==> config.mk <==
export PLATFORM = sky130hd
export DESIGN_NAME = ale_topk
export DESIGN_NICKNAME = d
export VERILOG_FILES = /design/src/rtl/ale_pkg.sv /design/src/rtl/ale_min_tree.sv /design/src/rtl/ale_recip_lut.sv /design/src/rtl/ale_topk.sv
export SDC_FILE = /design/constraint.sdc
export NUM_CORES = 2
export LEC_CHECK = 0
export BUFFER_PORTS_ARGS = -buffer_cell sky130_fd_sc_hd__buf_2
export CORE_UTILIZATION = 32
export CTS_CLUSTER_DIAMETER = 40
export CTS_CLUSTER_SIZE = 24
export DETAILED_ROUTE_END_ITERATION = 10
export GPL_ROUTABILITY_DRIVEN = 1
export PLACE_DENSITY_LB_ADDON = 0.25
export SYNTH_ARGS = -nofsm -noshare
export SYNTH_HDL_FRONTEND = slang
export SYNTH_HIERARCHICAL = 1
export SYNTH_SLANG_ARGS = --single-unit
==> constraint.sdc <==
create_clock -name clk -period 18.5 [get_ports clk]
set_input_delay 0.925 -clock clk [delete_from_list [all_inputs] [get_ports clk]]
set_output_delay 0.925 -clock clk [all_outputs]
set_load 0.05 [all_outputs]
==> src/rtl/ale_pkg.sv <==
// rtl/ale_pkg.sv - shared candidate type, default geometry and reciprocal generator for ale_topk
package ale_pkg;

  localparam int ALE_PW        = 8;
  localparam int ALE_TOPK      = 4;
  localparam int ALE_IMG_W     = 512;
  localparam int ALE_IMG_H     = 512;
  localparam int CLOG2_TOPK    = $clog2(ALE_TOPK);
  localparam int FRAME_WINDOWS = ALE_IMG_W * ALE_IMG_H;

  // Field width follows the default channel width; the top is built with PW = ALE_PW.
  typedef struct packed {
    logic [ALE_PW-1:0] dark;
    logic [ALE_PW-1:0] r;
    logic [ALE_PW-1:0] g;
    logic [ALE_PW-1:0] b;
  } cand_t;

  function automatic longint unsigned recip_q(input longint unsigned x, input int inv_w);
    longint unsigned full;
    longint unsigned top;
    full = 64'd1 << inv_w;
    top  = full - 64'd1;
    if (x == 64'd0) return top;
    return ((full / x) > top) ? top : (full / x);
  endfunction

endpackage

==> src/rtl/ale_min_tree.sv <==
// rtl/ale_min_tree.sv - N-input unsigned minimum over a flat vector
module ale_min_tree #(
  parameter int N = 9,
  parameter int W = 8
) (
  input  logic [N*W-1:0] vals,
  output logic [W-1:0]   min_val
);

  always_comb begin
    min_val = vals[W-1:0];
    for (int i = 1; i < N; i++) begin
      if (vals[i*W +: W] < min_val) min_val = vals[i*W +: W];
    end
  end

endmodule

==> src/rtl/ale_recip_lut.sv <==
// rtl/ale_recip_lut.sv - constant reciprocal table, PW-bit code to Q0.INV_W
module ale_recip_lut
  import ale_pkg::*;
#(
  parameter int PW    = 8,
  parameter int INV_W = 16
) (
  input  logic [PW-1:0]    x,
  output logic [INV_W-1:0] y
);

  logic [INV_W-1:0] table_q [2**PW];

  for (genvar i = 0; i < 2**PW; i++) begin : g_entry
    assign table_q[i] = INV_W'(recip_q(64'(i), INV_W));
  end

  assign y = table_q[x];

endmodule

==> src/rtl/ale_topk.sv <==
// rtl/ale_topk.sv - atmospheric light estimator: window mins, top-K dark candidates, smoothed A and reciprocals
module ale_topk
  import ale_pkg::*;
#(
  parameter int PW           = ALE_PW,
  parameter int WIN          = 3,
  parameter int IMG_W        = ALE_IMG_W,
  parameter int IMG_H        = ALE_IMG_H,
  parameter int TOPK         = ALE_TOPK,
  parameter int SMOOTH_SHIFT = 0,
  parameter int INV_W        = 16
) (
  input  logic                    clk,
  input  logic                    rst,
  input  logic                    in_valid,
  input  logic                    in_sof,
  input  logic [WIN*WIN*3*PW-1:0] in_win,
  output logic [PW-1:0]           a_r,
  output logic [PW-1:0]           a_g,
  output logic [PW-1:0]           a_b,
  output logic [INV_W-1:0]        inv_a_r,
  output logic [INV_W-1:0]        inv_a_g,
  output logic [INV_W-1:0]        inv_a_b,
  output logic                    a_valid,
  output logic                    frame_done,
  output logic                    busy
);

  localparam int NPIX  = WIN * WIN;
  localparam int N_WIN = IMG_W * IMG_H;
  localparam int CNT_W = (N_WIN > 1) ? $clog2(N_WIN) : 1;
  localparam int K_LOG = $clog2(TOPK);
  localparam int SUM_W = PW + K_LOG;
  localparam logic [CNT_W-1:0] LAST_IDX  = CNT_W'(N_WIN - 1);
  localparam logic [INV_W-1:0] INV_RESET = INV_W'(recip_q((64'd1 << PW) - 64'd1, INV_W));

  // Window index and frame framing
  logic [CNT_W-1:0] cnt_q;
  logic [CNT_W-1:0] idx;
  logic             win_first;
  logic             win_last;

  always_comb begin
    idx       = in_sof ? '0 : cnt_q;
    win_first = (idx == '0);
    win_last  = (idx == LAST_IDX);
  end

  logic [NPIX*PW-1:0] ch_r, ch_g, ch_b;
  logic [PW-1:0]      min_r, min_g, min_b;

  for (genvar k = 0; k < NPIX; k++) begin : g_split
    assign ch_r[k*PW +: PW] = in_win[k*3*PW + 2*PW +: PW];
    assign ch_g[k*PW +: PW] = in_win[k*3*PW + PW +: PW];
    assign ch_b[k*PW +: PW] = in_win[k*3*PW +: PW];
  end

  ale_min_tree #(.N(NPIX), .W(PW)) u_min_r (.vals(ch_r), .min_val(min_r));
  ale_min_tree #(.N(NPIX), .W(PW)) u_min_g (.vals(ch_g), .min_val(min_g));
  ale_min_tree #(.N(NPIX), .W(PW)) u_min_b (.vals(ch_b), .min_val(min_b));

  logic          s1_valid, s1_first, s1_last;
  logic [PW-1:0] s1_r, s1_g, s1_b;
  logic [PW-1:0] dark;

  ale_min_tree #(.N(3), .W(PW)) u_min_dark (.vals({s1_r, s1_g, s1_b}), .min_val(dark));

  logic          s2_valid, s2_first, s2_last;
  logic [PW-1:0] s2_dark, s2_r, s2_g, s2_b;

  always_ff @(posedge clk) begin
    if (rst) begin
      cnt_q    <= '0;
      s1_valid <= 1'b0;
      s2_valid <= 1'b0;
    end else begin
      s1_valid <= in_valid;
      if (in_valid) begin
        cnt_q    <= win_last ? '0 : idx + 1'b1;
        s1_r     <= min_r;
        s1_g     <= min_g;
        s1_b     <= min_b;
        s1_first <= win_first;
        s1_last  <= win_last;
      end
      s2_valid <= s1_valid;
      if (s1_valid) begin
        s2_dark  <= dark;
        s2_r     <= s1_r;
        s2_g     <= s1_g;
        s2_b     <= s1_b;
        s2_first <= s1_first;
        s2_last  <= s1_last;
      end
    end
  end

  // Sorted candidate list; a new entry lands below every entry whose dark is >= its own
  cand_t           list_q    [TOPK];
  cand_t           list_ins  [TOPK];
  cand_t           list_next [TOPK];
  cand_t           snap_q    [TOPK];
  cand_t           cand;
  logic [TOPK-1:0] stay;
  logic            ins_ok;
  logic            snap_valid;

  always_comb begin
    int   prev;
    logic above;
    cand   = '{dark: s2_dark, r: s2_r, g: s2_g, b: s2_b};
    ins_ok = cand.dark > list_q[TOPK-1].dark;
    for (int j = 0; j < TOPK; j++) begin
      stay[j] = (list_q[j].dark >= cand.dark);
    end
    for (int j = 0; j < TOPK; j++) begin
      prev  = (j > 0) ? j - 1 : 0;
      above = (j == 0) ? 1'b1 : stay[prev];
      if (stay[j])    list_ins[j] = list_q[j];
      else if (above) list_ins[j] = cand;
      else            list_ins[j] = list_q[prev];
    end
    for (int j = 0; j < TOPK; j++) begin
      if (s2_first)    list_next[j] = (j == 0) ? cand : cand_t'('0);
      else if (ins_ok) list_next[j] = list_ins[j];
      else             list_next[j] = list_q[j];
    end
  end

  // The snapshot takes the post-insertion list, so a following frame's clear cannot disturb it
  always_ff @(posedge clk) begin
    if (rst) begin
      for (int j = 0; j < TOPK; j++) list_q[j] <= '0;
      snap_valid <= 1'b0;
    end else begin
      snap_valid <= s2_valid && s2_last;
      if (s2_valid) list_q <= list_next;
      if (s2_valid && s2_last) snap_q <= list_next;
    end
  end

  logic [SUM_W-1:0] sum_r, sum_g, sum_b;
  logic             s4_valid;
  logic [PW-1:0]    avg_r, avg_g, avg_b;

  always_comb begin
    sum_r = '0;
    sum_g = '0;
    sum_b = '0;
    for (int j = 0; j < TOPK; j++) begin
      sum_r = sum_r + SUM_W'(snap_q[j].r);
      sum_g = sum_g + SUM_W'(snap_q[j].g);
      sum_b = sum_b + SUM_W'(snap_q[j].b);
    end
  end

  always_ff @(posedge clk) begin
    if (rst) begin
      s4_valid <= 1'b0;
    end else begin
      s4_valid <= snap_valid;
      if (snap_valid) begin
        avg_r <= PW'(sum_r >> K_LOG);
        avg_g <= PW'(sum_g >> K_LOG);
        avg_b <= PW'(sum_b >> K_LOG);
      end
    end
  end

  function automatic logic [PW-1:0] smooth_step(input logic [PW-1:0] cur, input logic [PW-1:0] tgt);
    logic signed [PW:0]   diff;
    logic signed [PW:0]   step;
    logic signed [PW+1:0] acc;
    diff = $signed({1'b0, tgt}) - $signed({1'b0, cur});
    step = diff >>> SMOOTH_SHIFT;
    acc  = $signed({2'b00, cur}) + $signed({step[PW], step});
    if (acc < 0) return '0;
    if (acc > $signed({2'b00, {PW{1'b1}}})) return '1;
    return acc[PW-1:0];
  endfunction

  logic          first_q;
  logic [PW-1:0] next_r, next_g, next_b;

  always_comb begin
    if (SMOOTH_SHIFT == 0 || first_q) begin
      next_r = avg_r;
      next_g = avg_g;
      next_b = avg_b;
    end else begin
      next_r = smooth_step(a_r, avg_r);
      next_g = smooth_step(a_g, avg_g);
      next_b = smooth_step(a_b, avg_b);
    end
  end

  logic [INV_W-1:0] lut_r, lut_g, lut_b;

  ale_recip_lut #(.PW(PW), .INV_W(INV_W)) u_lut_r (.x(next_r), .y(lut_r));
  ale_recip_lut #(.PW(PW), .INV_W(INV_W)) u_lut_g (.x(next_g), .y(lut_g));
  ale_recip_lut #(.PW(PW), .INV_W(INV_W)) u_lut_b (.x(next_b), .y(lut_b));

  // busy stays up at completion only if a newer frame is already partly accepted
  always_ff @(posedge clk) begin
    if (rst) begin
      a_r     <= '1;
      a_g     <= '1;
      a_b     <= '1;
      inv_a_r <= INV_RESET;
      inv_a_g <= INV_RESET;
      inv_a_b <= INV_RESET;
      a_valid <= 1'b0;
      first_q <= 1'b1;
      busy    <= 1'b0;
    end else begin
      a_valid <= s4_valid;
      if (s4_valid) begin
        a_r     <= next_r;
        a_g     <= next_g;
        a_b     <= next_b;
        inv_a_r <= lut_r;
        inv_a_g <= lut_g;
        inv_a_b <= lut_b;
        first_q <= 1'b0;
      end
      if (in_valid)      busy <= 1'b1;
      else if (s4_valid) busy <= (cnt_q != '0);
    end
  end

  assign frame_done = a_valid;

endmodule

**Yosys cells after proc, flatten, opt, wreduce, memory -nomap -nowiden**

Memory sizes are Yosys's and may differ from the RTL's. A register that Yosys moved wholly into a read port is not among the register bits.
Index checks and enable logic that the tools add are counted.

- Output and inout bits: 75
- Input bits: 220
- Flip-flop bits (word level): 356
- Memory bits (read-only): 12288
- Latch bits: 0
- RAM bits: 0
- Memories kept: 3

- Magnitude comparators: 31
- Multipliers: 0
- Bitwise gates (word level): 4
- Shifts and indexed selects: 0
- Equal/unequal tests: 5
- Reduce and logical (&&, ||, !) cells: 13
- Divide/modulo/power cells: 0
- Add/sub/neg operators: 10
- Muxes and demuxes: 45

Memories:

| name | depth | bits a word | read ports | clocked after memory_dff | wr ports | RTL line | text |
|---|---|---|---|---|---|---|---|
| (no name shown) | 256 | 16 | 1 | 1 | 0 | ale_recip_lut.sv:18 | `assign y = table_q[x];` |
| (no name shown) | 256 | 16 | 1 | 1 | 0 | ale_recip_lut.sv:18 |  |
| (no name shown) | 256 | 16 | 1 | 1 | 0 | ale_recip_lut.sv:18 |  |

Operators by type and width:

| operator | count |
|---|---|
| $mux 32 | 15 |
| $lt 8x8->1 | 26 |
| $mux 8 | 26 |
| $mux 18 | 2 |
| $ge 8x8->1 | 4 |
| $add 10x8->10 | 3 |
| $add 9x8->10 | 3 |
| $add 8x8->9 | 3 |
| $not 8->9 | 3 |
| $add 18x1->18 const B | 1 |
| $eq 18x18->1 const B | 1 |
| $logic_not 18->1 | 1 |
| $reduce_bool 18->1 | 1 |
| $reduce_and 3->1 | 4 |
| $gt 8x8->1 | 1 |
| $ne 2x2->1 const B | 4 |
| $reduce_and 2->1 | 4 |
| $reduce_bool 2->1 | 2 |
| $mux 1 | 2 |
| $logic_and 1x1->1 | 1 |
| $not 1->1 | 1 |

**Longest topological paths before layout**

- Depth after elaboration: 16
- Depth in mapped cells: 81
- Depth with buffers taken out: 76

**Modules after synthesis**

Netlist, hierarchy kept.

Modules (own cells, without submodules):

| module | cells each | times used | area an instance (um^2) |
|---|---|---|---|
| ale_topk | 1603 | 1 | 18665.4 |
| ale_min_tree at u_min_b ... | 392 | 2 | 2767.7 |
| ale_recip_lut at u_lut_g | 475 | 1 | 3039.2 |
| ale_recip_lut at u_lut_b | 464 | 1 | 2942.8 |
| ale_recip_lut at u_lut_r | 481 | 1 | 2879.0 |
| ale_min_tree at u_min_g | 378 | 1 | 2692.6 |
| ale_min_tree at u_min_dark | 72 | 1 | 584.3 |

**Worst setup path before layout**

OpenSTA, ideal clock, no wires.

- Kind: input-to-reg
- From: in in_win[2]
- To: reg s1_b[1] (data pin)
- Data arrival time: 14.232 ns
- Slack: 4.001 ns
- Path buffers: 5
- Stages on the path: 77
- Library setup time: 0.267 ns
- Path through: inv_1 > ha_1 > a211oi_2 > o21ai_1 > a21oi_4 > clkbuf_1 > nor2_1 > a21oi_1 > ha_1 > a21oi_1 > o21ai_1 > or3_1 > a221o_1 > and2_1 > clkbuf_1 > a21oi_1 > inv_1 > ha_1 > [... 41 more ...] > ha_1 > a21o_1 > a21oi_1 > nor2b_1 > o21ai_0 > nand2b_1 > a21oi_1 > o21ai_4 > mux2i_1 > ha_1 > a21o_1 > a21oi_1 > nor2_1 > nor2_1 > nand2_1 > nor2_1 > a21oi_4 > mux2i_1

- Cells in the longest elaborated chain, start to end: 16

RTL lines:

| item | RTL line | text |
|---|---|---|
| start, declared | ale_topk.sv:17 | `input logic [WIN*WIN*3*PW-1:0] in_win,` |
| $lt 8x8->1 | ale_min_tree.sv:13 | `if (vals[i*W +: W] < min_val) min_val = vals[i*W +: W];` |
| $mux 8 * | ale_min_tree.sv:13 |  |
| $lt 8x8->1 | ale_min_tree.sv:13 |  |
| $mux 8 * | ale_min_tree.sv:13 |  |
| $lt 8x8->1 | ale_min_tree.sv:13 |  |
| $mux 8 * | ale_min_tree.sv:13 |  |
| $lt 8x8->1 | ale_min_tree.sv:13 |  |
| $mux 8 * | ale_min_tree.sv:13 |  |
| $lt 8x8->1 | ale_min_tree.sv:13 |  |
| $mux 8 * | ale_min_tree.sv:13 |  |
| $lt 8x8->1 | ale_min_tree.sv:13 |  |
| $mux 8 * | ale_min_tree.sv:13 |  |
| $lt 8x8->1 | ale_min_tree.sv:13 |  |
| $mux 8 * | ale_min_tree.sv:13 |  |
| $lt 8x8->1 | ale_min_tree.sv:13 |  |
| $mux 8 * | ale_min_tree.sv:13 |  |
| via min_b[1] | ale_topk.sv:50 | `logic [PW-1:0] min_r, min_g, min_b;` |
| end signal, assigned | ale_topk.sv:82 | `s1_b <= min_b;` |
| end, declared | ale_topk.sv:63 | `logic [PW-1:0] s1_r, s1_g, s1_b;` |

Mark *: on every way through the listed nets, which the timed path passes. The rest lies on a longest branch.
A chain may end at the register's enable or synchronous reset.

**Final worst setup path**

- From: in in_win[18]
- To: reg s1_r[4] (data pin)

- Cells in the longest elaborated chain, start to end: 16

RTL lines:

| item | RTL line | text |
|---|---|---|
| $lt 8x8->1 | ale_min_tree.sv:13 |  |
| $mux 8 * | ale_min_tree.sv:13 |  |
| $lt 8x8->1 | ale_min_tree.sv:13 |  |
| $mux 8 * | ale_min_tree.sv:13 |  |
| $lt 8x8->1 | ale_min_tree.sv:13 |  |
| $mux 8 * | ale_min_tree.sv:13 |  |
| $lt 8x8->1 | ale_min_tree.sv:13 |  |
| $mux 8 * | ale_min_tree.sv:13 |  |
| $lt 8x8->1 | ale_min_tree.sv:13 |  |
| $mux 8 * | ale_min_tree.sv:13 |  |
| $lt 8x8->1 | ale_min_tree.sv:13 |  |
| $mux 8 * | ale_min_tree.sv:13 |  |
| $lt 8x8->1 | ale_min_tree.sv:13 |  |
| $mux 8 * | ale_min_tree.sv:13 |  |
| $lt 8x8->1 | ale_min_tree.sv:13 |  |
| $mux 8 * | ale_min_tree.sv:13 |  |
| via min_r[4] | ale_topk.sv:50 |  |
| end signal, assigned | ale_topk.sv:80 | `s1_r <= min_r;` |
| end, declared | ale_topk.sv:63 |  |

Marks and branches as above.

==> results_dict.tcl <==
set metrics [dict create \
    drive_above_1_share_pct 15.9 \
    synth_ff_type "dfxtp_1" \
    async_flop_share_pct 0 \
    root_buffer "clkbuf_16" \
    outcome "completed" \
    io_buffers 294 \
    die_w_um 339 \
    rsz0062_at_grt "false" \
    routed_wl_um 115000 \
    drv_slew 0 \
    critical_path_class "input port to flip-flop" \
    fin_util_pct 36.9 \
    final_nets 4907 \
    synth_cell_types 121 \
    clock-sinks 404 \
    skew_ns 0.0227 \
    crit_path_top_delay_cell "nor2_1" \
    grt_overflow 0 \
    tightest_slew_ns 1.12 \
    synth_edf_count 180 \
    core_mm2 0.112 \
    netlist.area_leader.share_pct 14.9 \
    worstPathArrival_ns 16.37 \
    cts_hold_buf 0 \
    vdd_ir_drop_max_mv 0.0761 \
    cp-start-kind "input port" \
    ys_seq_area_share_pct 27.2 \
    ys.warnings.count 6 \
    post_cts.repair.setup_buffers 0 \
    ant_nets 0 \
    crit_top_cell "a21oi_1" \
    clk_path_buf_depth 3 \
    cts_tree "built" \
    drt-initial-drc-count 3320 \
    cts-htree-levels 3 \
    num_rows 123 \
    power.density_mw_per_mm2 102 \
    holdCritPathClass "flip-flop to flip-flop" \
    die_area_mm2 0.115 \
    grt_use_total_pct 19.3 \
    routedWlPerCell_um 19.4 \
    stdcell_count 5958 \
    antenna_found_initial 5 \
    start_util_pct 32.3 \
    required_ns 18.85 \
    synth_nets 4771 \
    slew_headroom_pct 25.5 \
    path_delay_family "compound AO/OA/AOI/OAI gates" \
    netlist_instances 4257 \
    setup_viol 0 \
    gp_congestion 0.934 \
    die_h_um 339 \
    syn_to_final_growth_pct 14.2 \
    cts_made_buffers 78 \
    antenna_cells 0 \
    syn_area_mm2 0.0363 \
    min_period_ns 16.02 \
    endpoint_kind "flip-flop" \
    hold_violations 0 \
    max_freq_mhz 62.4 \
    setup_tns_ns 0 \
    clk_latency_ns 0.63 \
    ios 295 \
    dp_cells 5813 \
    max_stage_delay_ns 0.63 \
    vias_per_cell 5.63 \
    drc 0 \
    hpwl_um 79600 \
    total_power_w 0.00423 \
    fillCellCount 11600 \
    post_cts_resized 0 \
    avgSynthCellArea_um2 8.54 \
    vias 33500 \
    grt_max_degree 105 \
    ys_ff_latch 404 \
    path_clk_slew_ns 0.05 \
    critPathMaxFanout 19 \
    synthTopCellsByCount "nand2_1, inv_1, nor2_1, a21oi_1, o21ai_0" \
    synth_area_leaders "edfxtp_1, dfxtp_1, ha_1" \
    yosysTopAreaCell "edfxtp_1" \
    grt_pass1_vias 32300 \
    fin_crit_sh_pct 86.6 \
    leakage_nw 16.5 \
    grt_pass1_wl_um 181000 \
    drv_cap 0 \
    yosysMostFrequentCell "nand2_1" \
    drtPass1Iterations 7 \
    critPathBufInv 7 \
]
layout by cell type, fill, tap and decap left out, types with 28 or more instances in the layout:
cell type  synthesis  routed
nand2_1          364     361
inv_1            353     353
buf_2            116     293
nor2_1           292     289
a21oi_1          273     273
o21ai_0          251     251
ha_1             246     246
mux2i_1          233     233
dfxtp_1          224     223
edfxtp_1         180     180
nor2b_1          119     116
nand3_1           91      91
nand2b_1          89      89
clkbuf_16          0      83
o2bb2ai_1         77      77
mux2_2            65      65
o211ai_1          54      54
nor3_1            53      53
a211oi_1          51      51
buf_4             17      50
a211o_1           49      49
fa_1              48      48
a31oi_1           47      47
a21o_1            46      46
o2bb2ai_2         40      40
and3_1            39      39
nand4_1           37      37
a311oi_1          36      36
o31ai_1           31      28
power by group:
part / internal, W / switching [W] / leakage (nW)
clock: 0.000951 / 0.000529 / 1.36
sequential: 0.00101 / 0.0000491 / 3.56
combinational: 0.000717 / 0.000979 / 11.6
total: 0.00267 / 0.00156 / 16.5
stage by stage:
stage	cell area, um^2	hold slack, ns	setup slack [ns]
after floorplan	36300	0.400	4.00
after global placement	38700	0.401	2.14
after detailed placement	38700	0.408	2.01
after CTS	41500	0.416	2.64
after global routing	41500	0.421	0.992
final	41500	0.412	2.48
flip-flops by register name, summed over array words and instances, names as in the netlist, 16 cells and up:
name     flops
cnt_q       18
list_q     128
inv_a_g     16
inv_a_r     16
inv_a_b     16
snap_q      96
per-layer routing:
metal	vias to the layer above	wire length, um	GRT usage, %	part of all wire, %
met4	6	3160	6.41	2.7
met5	-	39	0	0.034
li1	16000	-	-	-
met1	15800	51300	26.1	44
met2	1489	51800	30.8	45
met3	230	9030	3.40	7.8
cell type report:
class	instances	area (um^2)	share of cell area, %
multi-input cells	3205	23700	57.2
flip-flops and latches	404	9890	23.8
clock buffers	98	2170	5.24
well taps	1500	1880	4.52
repair buffers	344	1850	4.47
inverters	360	1350	3.26
clock inverters	47	613	1.48
worst paths after layout:
check	from	end	slack, ns	cells after the start
worst min-delay path	s1_first	s2_first	0.41	0
worst max-delay path	in_win[18]	s1_r[4]	2.48	74
worst max register to register	s1_g[6]	s2_dark[5]	14.38	10
worst min register to register	s1_first	s2_first	0.41	0
cells by family (layout without fill, tap and decap cells):
kind of cell / count (synthesis) / in the layout / synth area share (%)
and+or+nand+nor: 1252 / 1252 / 17.2
buffers and inverters: 648 / 849 / 7.72
AOI/OAI and AO/OA: 1296 / 1296 / 26.2
muxes: 326 / 326 / 9.65
adders and majority gates: 304 / 304 / 11.4
DFF: 404 / 404 / 27.2
xor gates and xnor gates: 27 / 27 / 0.651
worst reg2reg max path, stage by stage (launching register included):
cell and delay (ns):
edfxtp_1 0.57, ha_1 0.38, nand4_1 0.12, o31ai_2 0.85, mux2i_1 0.31, ha_1 0.37
a21oi_1 0.06, o21ai_0 0.31, o21bai_1 0.23, o311a_1 0.49, mux2i_1 0.15
Note: power is estimated with default switching activity, not from simulation.
